==> src/rtl/uart_tx_fifo.sv <==
// uart_tx_fifo: byte FIFO that paces bytes into a TX_SEND transmitter.
// A byte is issued (one-cycle wen with registered din) only after rdy has
// been high for RDY_HOLD consecutive cycles. After each issue, a guard
// interval of GUARD_CYC cycles follows, during which rdy is ignored.
module uart_tx_fifo #(
    parameter int DW         = 8,
    parameter int DEPTH_LOG2 = 4,
    parameter int RDY_HOLD   = 2,
    parameter int GUARD_CYC  = 2
) (
    input  logic                  CLK,
    input  logic                  RST,
    input  logic                  push,
    input  logic [DW-1:0]         push_data,
    output logic                  full,
    output logic                  empty,
    output logic [DEPTH_LOG2:0]   count,
    output logic                  overflow,
    output logic                  wen,
    output logic [DW-1:0]         din,
    input  logic                  rdy
);

    localparam int DEPTH = 1 << DEPTH_LOG2;
    localparam logic [DEPTH_LOG2:0] FULL_COUNT = (DEPTH_LOG2 + 1)'(DEPTH);
    localparam logic [7:0] HOLD_LAST  = 8'(RDY_HOLD - 1);
    localparam logic [7:0] GUARD_LAST = 8'(GUARD_CYC - 1);

    localparam logic [1:0] ST_IDLE  = 2'd0;
    localparam logic [1:0] ST_ARM   = 2'd1;
    localparam logic [1:0] ST_ISSUE = 2'd2;
    localparam logic [1:0] ST_GUARD = 2'd3;

    logic [DW-1:0]         mem [DEPTH];

    logic [DEPTH_LOG2-1:0] wr_ptr_q, wr_ptr_d;
    logic [DEPTH_LOG2-1:0] rd_ptr_q, rd_ptr_d;
    logic [DEPTH_LOG2:0]   count_q, count_d;
    logic                  overflow_q, overflow_d;
    logic [1:0]            state_q, state_d;
    logic [7:0]            hold_q, hold_d;
    logic [7:0]            guard_q, guard_d;
    logic                  wen_q, wen_d;
    logic [DW-1:0]         din_q, din_d;

    logic                  push_ok;
    logic                  pop;

    assign full     = (count_q == FULL_COUNT);
    assign empty    = (count_q == '0);
    assign count    = count_q;
    assign overflow = overflow_q;
    assign wen      = wen_q;
    assign din      = din_q;

    // Pointer, occupancy and overflow bookkeeping; full is judged on the pre-edge count.
    always_comb begin
        push_ok    = push && !full;
        pop        = (state_q == ST_ISSUE);
        wr_ptr_d   = wr_ptr_q;
        rd_ptr_d   = rd_ptr_q;
        count_d    = count_q;
        overflow_d = overflow_q | (push & full);
        if (push_ok) begin
            wr_ptr_d = wr_ptr_q + DEPTH_LOG2'(1);
        end
        if (pop) begin
            rd_ptr_d = rd_ptr_q + DEPTH_LOG2'(1);
        end
        case ({push_ok, pop})
            2'b10:   count_d = count_q + (DEPTH_LOG2 + 1)'(1);
            2'b01:   count_d = count_q - (DEPTH_LOG2 + 1)'(1);
            default: count_d = count_q;
        endcase
    end

    // Issue sequencer: the rdy-high run is counted from the first cycle data is waiting.
    always_comb begin
        state_d = state_q;
        hold_d  = hold_q;
        guard_d = guard_q;
        wen_d   = 1'b0;
        din_d   = din_q;
        case (state_q)
            ST_IDLE: begin
                hold_d = 8'd0;
                if (count_q != '0) begin
                    state_d = ST_ARM;
                    hold_d  = rdy ? 8'd1 : 8'd0;
                end
            end
            ST_ARM: begin
                if (!rdy) begin
                    hold_d = 8'd0;
                end else if (hold_q >= HOLD_LAST) begin
                    state_d = ST_ISSUE;
                    hold_d  = 8'd0;
                    wen_d   = 1'b1;
                    din_d   = mem[rd_ptr_q];
                end else begin
                    hold_d = hold_q + 8'd1;
                end
            end
            ST_ISSUE: begin
                guard_d = 8'd0;
                state_d = ST_GUARD;
            end
            default: begin
                // Guard: rdy is deliberately ignored here, the transmitter
                // may not have lowered it yet in response to wen.
                if (guard_q >= GUARD_LAST) begin
                    guard_d = 8'd0;
                    hold_d  = 8'd0;
                    state_d = (count_q != '0) ? ST_ARM : ST_IDLE;
                end else begin
                    guard_d = guard_q + 8'd1;
                end
            end
        endcase
    end

    // Storage array write port; no reset so it maps onto RAM.
    always_ff @(posedge CLK) begin
        if (push_ok) begin
            mem[wr_ptr_q] <= push_data;
        end
    end

    // Control and output registers with asynchronous clear.
    always_ff @(posedge CLK or posedge RST) begin
        if (RST) begin
            wr_ptr_q   <= '0;
            rd_ptr_q   <= '0;
            count_q    <= '0;
            overflow_q <= 1'b0;
            state_q    <= ST_IDLE;
            hold_q     <= 8'd0;
            guard_q    <= 8'd0;
            wen_q      <= 1'b0;
            din_q      <= '0;
        end else begin
            wr_ptr_q   <= wr_ptr_d;
            rd_ptr_q   <= rd_ptr_d;
            count_q    <= count_d;
            overflow_q <= overflow_d;
            state_q    <= state_d;
            hold_q     <= hold_d;
            guard_q    <= guard_d;
            wen_q      <= wen_d;
            din_q      <= din_d;
        end
    end

endmodule

==> config.mk <==
export PLATFORM = sky130hd
export DESIGN_NAME = uart_tx_fifo
export DESIGN_NICKNAME = d
export VERILOG_FILES = /design/src/rtl/uart_tx_fifo.sv
export SDC_FILE = /design/constraint.sdc
export NUM_CORES = 1
export LEC_CHECK = 0
export CELL_PAD_IN_SITES_DETAIL_PLACEMENT = 1
export CELL_PAD_IN_SITES_GLOBAL_PLACEMENT = 1
export CORE_MARGIN = 8
export CORE_UTILIZATION = 45
export DETAILED_ROUTE_END_ITERATION = 16
export GPL_ROUTABILITY_DRIVEN = 0
export PLACE_DENSITY = 0.69
export SYNTH_ARGS = -nofsm -noshare
export SYNTH_HDL_FRONTEND = slang
export SYNTH_SLANG_ARGS = --single-unit
==> constraint.sdc <==
create_clock -name CLK -period 4 [get_ports CLK]
set_clock_uncertainty 0.1 [all_clocks]
set_input_delay 0.8 -clock CLK [delete_from_list [all_inputs] [get_ports CLK]]
set_output_delay 0.8 -clock CLK [all_outputs]
set_load 0.01 [all_outputs]
### After elaboration in Yosys (flattened, before gate mapping)

Memory sizes are Yosys's and may differ from the RTL's. A register that Yosys moved wholly into a read port is not among the register bits.
Index checks and enable logic that the tools add are counted.
Widths: inputs -> output; s select.

| storage, ports and cells | value |
|---|---|
| output and inout port bits | 17 |
| memory bits (writable) | 128 |
| word-level logic and storage cells | 60 |
| memories | 1 |
| bits in registers | 33 |

| operators by class | value |
|---|---|
| equal/unequal tests | 8 |
| add/subtract/negate cells | 6 |
| muxes and demuxes | 20 |
| bitwise logic cells | 3 |
| magnitude comparators | 2 |
| reductions and logical operators | 12 |

Memories:

| name | words | bits a word | read ports | clocked after Yosys merged registers in | write ports | line | text |
|---|---|---|---|---|---|---|---|
| mem | 16 | 8 | 1 | 1 | 1 | 34 | `logic [DW-1:0] mem [DEPTH];` |

Operators with widths:

| cell | count |
|---|---|
| $mux 8 | 4 |
| $pmux 8 s3 | 1 |
| $add 8x1->8 const B | 2 |
| $ge 8x1->1 const B | 2 |
| $pmux 8 s2 | 1 |
| $pmux 5 s2 | 1 |
| $add 4x1->4 const B | 2 |
| $mux 1 | 8 |
| $mux 2 | 4 |
| $ne 2x2->1 const B | 3 |
| $pmux 2 s3 | 1 |
| $add 5x1->5 const B | 1 |
| $eq 5x5->1 const B | 1 |
| $logic_not 5->1 | 1 |
| $reduce_bool 5->1 | 1 |
| $sub 5x1->5 const B | 1 |
| $eq 2x1->1 const B | 2 |
| $eq 2x2->1 const B | 2 |
| $reduce_and 4->1 | 1 |
| $reduce_bool 4->1 | 1 |
| $reduce_and 3->1 | 1 |
| $reduce_bool 3->1 | 1 |
| $logic_not 2->1 | 1 |
| $reduce_and 2->1 | 1 |
| other kinds (7) | 7 |

### Longest topological paths before layout

| depth | value |
|---|---|
| depth in word-level cells | 5 |
| mapped depth | 12 |

### Worst setup path after synthesis

Ideal clock, no wire load.

| timing path | value |
|---|---|
| path type | input -> register |
| from | input port push |
| to | register count_q[4], in the netlist count[4] |
| path slack | 1.056 ns |
| stages on the path | 10 |
| arrival | 2.715 ns |
| data required time | 3.771 ns |
| setup time | 0.129 ns |
| path buffers | 1 |
| path through | a21boi_1 inv_1 ha_1 clkbuf_1 xor2_1 ha_1 o211a_1 o31ai_1 a31oi_1 xor2_1 |

| on the way | value |
|---|---|
| longest elaborated chain between the ends | 3 |

Ends and longest elaborated chain:

| element | line | text |
|---|---|---|
| start: declaration | 13 | `input logic push,` |
| $logic_and 1x1->1 (*) | 58 | `push_ok = push && !full;` |
| $eq 2x1->1 / $eq 2x2->1 (equally long branches) | 70 | `case ({push_ok, pop})` |
| $pmux 5 s2 / $reduce_bool 2->1 (equally long branches) | - |  |
| end signal: assignment | 144 | `count_q <= count_d;` |
| end: declaration | 38 | `logic [DEPTH_LOG2:0] count_q, count_d;` |

Mark *: on every way between the ends. The rest lies on a longest branch, timed or not.
A chain may end at the register's enable or synchronous reset.

### Final worst setup path

| timing path | value |
|---|---|
| from | register count_q[1], in the netlist count[1] |
| to | output port empty |

| on the way | value |
|---|---|
| longest elaborated chain between the ends | 1 |

Ends and longest elaborated chain:

| element | line | text |
|---|---|---|
| $logic_not 5->1 | 50 | `assign empty = (count_q == '0);` |
| end: declaration | 16 | `output logic empty,` |

No other way between the ends.

==> flow_metrics.tcl <==
set metrics [dict create \
    period_minus_slack_ns 3.25 \
    tritoncts "built" \
    power_frac_comb_pct 31.4 \
    fill_cells 1494 \
    io_pins 29 \
    hp-class "register to register" \
    p_per_area_mw_per_mm2 720 \
    path_clk_slew_ns 0.06 \
    hold_viol_final 0 \
    overflow 0 \
    p_int_mw 4.10 \
    drt-wirelength-per-cell_um 21.2 \
    ant_nets 0 \
    n_antenna_cell 0 \
    start_util_pct 45.7 \
    rows 46 \
    first_global_vias 4119 \
    h-tree-depth 4 \
    status "finished clean" \
    p_sw_share_pct 31.7 \
    grt_start_max_net_pins 42 \
    port_buffers 28 \
    seq_power_share_pct 41.6 \
    synth_fp_nets 463 \
    hpwlAfterDp_um 9910 \
    whs_path_depth 1 \
    yosysTopAreaCell "edfxtp_1" \
    setup_viol 0 \
    synth_edf_count 128 \
    via_per_inst 5.45 \
    cts.path.max_buffers 2 \
    clock.fmax_ghz 0.308 \
    fp.dieH_um 142 \
    setup_slack_ns 0.755 \
    relSlewSlack_pct 37.1 \
    routed_wl_um 14900 \
    vdd_ir_drop_max_mv 0.422 \
    worst_setup_path_end_kind "primary output" \
    die_x_um 142 \
    synth_seq_cells 169 \
    rsz0062_at_grt "false" \
    clk-insertion-delay-late_ns 0.42 \
    dieArea_mm2 0.0202 \
    synth_common_cells "edfxtp_1 (128), dfrtp_1 (41), mux4_2 (32)" \
    worstPathArrival_ns 2.35 \
    placed_cell_area_mm2 0.00775 \
    place_ws_ns 0.626 \
    final_area_mm2 0.00834 \
    required_ns 3.10 \
    tightest_slew_ns 0.943 \
    async_flop_share_pct 24.3 \
    drive_gt1_share_pct 19.7 \
    cts_sinks 169 \
    post-cts-setup-buffers 0 \
    area_growth_pct 16.2 \
    timing.final.crit_share_pct 81.1 \
    vias 3840 \
    synth_most_common_cell "edfxtp_1" \
    p_leak_nw 3.05 \
    path_max_fanout 9 \
    yosys_warnings 0 \
    antenna_found_initial 0 \
    final_cells 704 \
    switchingPower_mw 1.90 \
    cts_buffers 17 \
    worstRegToRegCells 11 \
    drt_iter0_drc 266 \
    startpoint_type "register" \
    first_pass_iters 4 \
    syn_area_mm2 0.00718 \
    synth_area_per_cell_um2 16.6 \
    synthDistinctLibCells 53 \
    grt_pass1_wl_um 23700 \
    grt.total_usage_pct 15.9 \
    drc 0 \
    path_class "register to primary output" \
    setup_tns_ns 0 \
    cts_resized 0 \
    root_buffer "clkbuf_16" \
    seq_area_frac_synth_pct 67.9 \
    ctsHoldBuffers 0 \
    maxCapViolCount 0 \
    slew_viol_final 0 \
    netlist_top_cells_area "edfxtp_1 (54%), dfrtp_1 (14%), mux4_2 (10%)" \
    final_net_count 506 \
    core_area_mm2 0.0157 \
    syn_inst 432 \
    placedCellCount 672 \
    power_frac_clock_pct 27.0 \
    synth_ff_type "edfxtp_1" \
    netlist.area_leader.share_pct 53.6 \
]
final cells by class:
class / instances / area, um^2 / area share [%]
Tap cell: 216 / 270 / 3.24
Clock buffer: 24 / 503 / 6.03
Inverter: 14 / 52.6 / 0.630
Multi-Input combinational cell: 226 / 2120 / 25.5
Sequential cell: 169 / 4870 / 58.4
Clock inverter: 8 / 83.8 / 1.01
Timing Repair Buffer: 47 / 435 / 5.22
through the flow:
step	hold slack, ns	power [mW]	utilization [%]
floorplan	0.366	3.83	-
global placement	0.342	4.36	49.3
detailed placement	0.356	4.45	49.3
CTS	0.370	6.08	53.1
global route	0.397	6.34	53.1
finish	0.363	6.00	53.1
path summary, 6_finish.rpt:
check | slack [ns] | start | endpoint
hold / removal | 0.36 | overflow | overflow
min in group asynchronous | 0.82 | RST | count[2]
hold reg to reg | 0.36 | overflow | overflow
max in group asynchronous | 2.34 | RST | rd_ptr_q[0]
setup reg to reg | 0.92 | count[1] | count[4]
setup / recovery | 0.75 | count[1] | empty
cells in the final DEF (no fill, tap or decap), types with 13 or more instances in the layout:
| master | count |
|---|---|
| nor2_1 | 23 |
| ha_1 | 19 |
| dfrtp_1 | 40 |
| nand2_1 | 24 |
| clkdlybuf4s50_1 | 28 |
| mux4_2 | 32 |
| inv_1 | 13 |
| edfxtp_1 | 128 |
| clkbuf_16 | 18 |
| buf_4 | 18 |
power by group through the flow:
stage | Clock, mW | Sequential (mW) | Combinational (mW)
global placement | 0 | 2.52 | 1.84
CTS | 1.65 | 2.51 | 1.92
global route | 1.71 | 2.55 | 2.07
detailed placement | 0 | 2.54 | 1.91
finish | 1.62 | 2.50 | 1.89
floorplan | 0 | 2.33 | 1.50
registers in the layout, indices dropped and copies added (netlist names):
register and count:
hold_q 8, rd_ptr_q 4, din 8, guard_q 8
overflow 1, mem 128, count 5, state_q 2
wr_ptr_q 4, wen 1
critical path, stage by stage (launching register included):
cell and delay [ns]:
dfrtp_1 0.48, nor4_1 0.54, nor2b_1 0.31, clkdlybuf4s50_1 0.59
logic make-up after synthesis:
| family | count (synthesis) | synth area share (%) |
|---|---|---|
| DFF | 169 | 67.9 |
| xor gates and xnor gates | 13 | 1.59 |
| muxes | 46 | 12.1 |
| AOI/OAI and AO/OA | 55 | 5.75 |
| buffers and inverters | 37 | 2.55 |
| adders and majority gates | 19 | 3.31 |
| and+or+nand+nor | 93 | 6.87 |
routing by layer:
layer  global-route usage [%]  up-vias  routed length [um]
li1                         -     1737                   -
met1                     20.2     2007                6620
met2                     26.4       76                7480
met3                     3.49       20                 620
met4                     5.37        0                 197
met5                        0        -                   0
No activity file was read; power rests on OpenSTA's default activity.
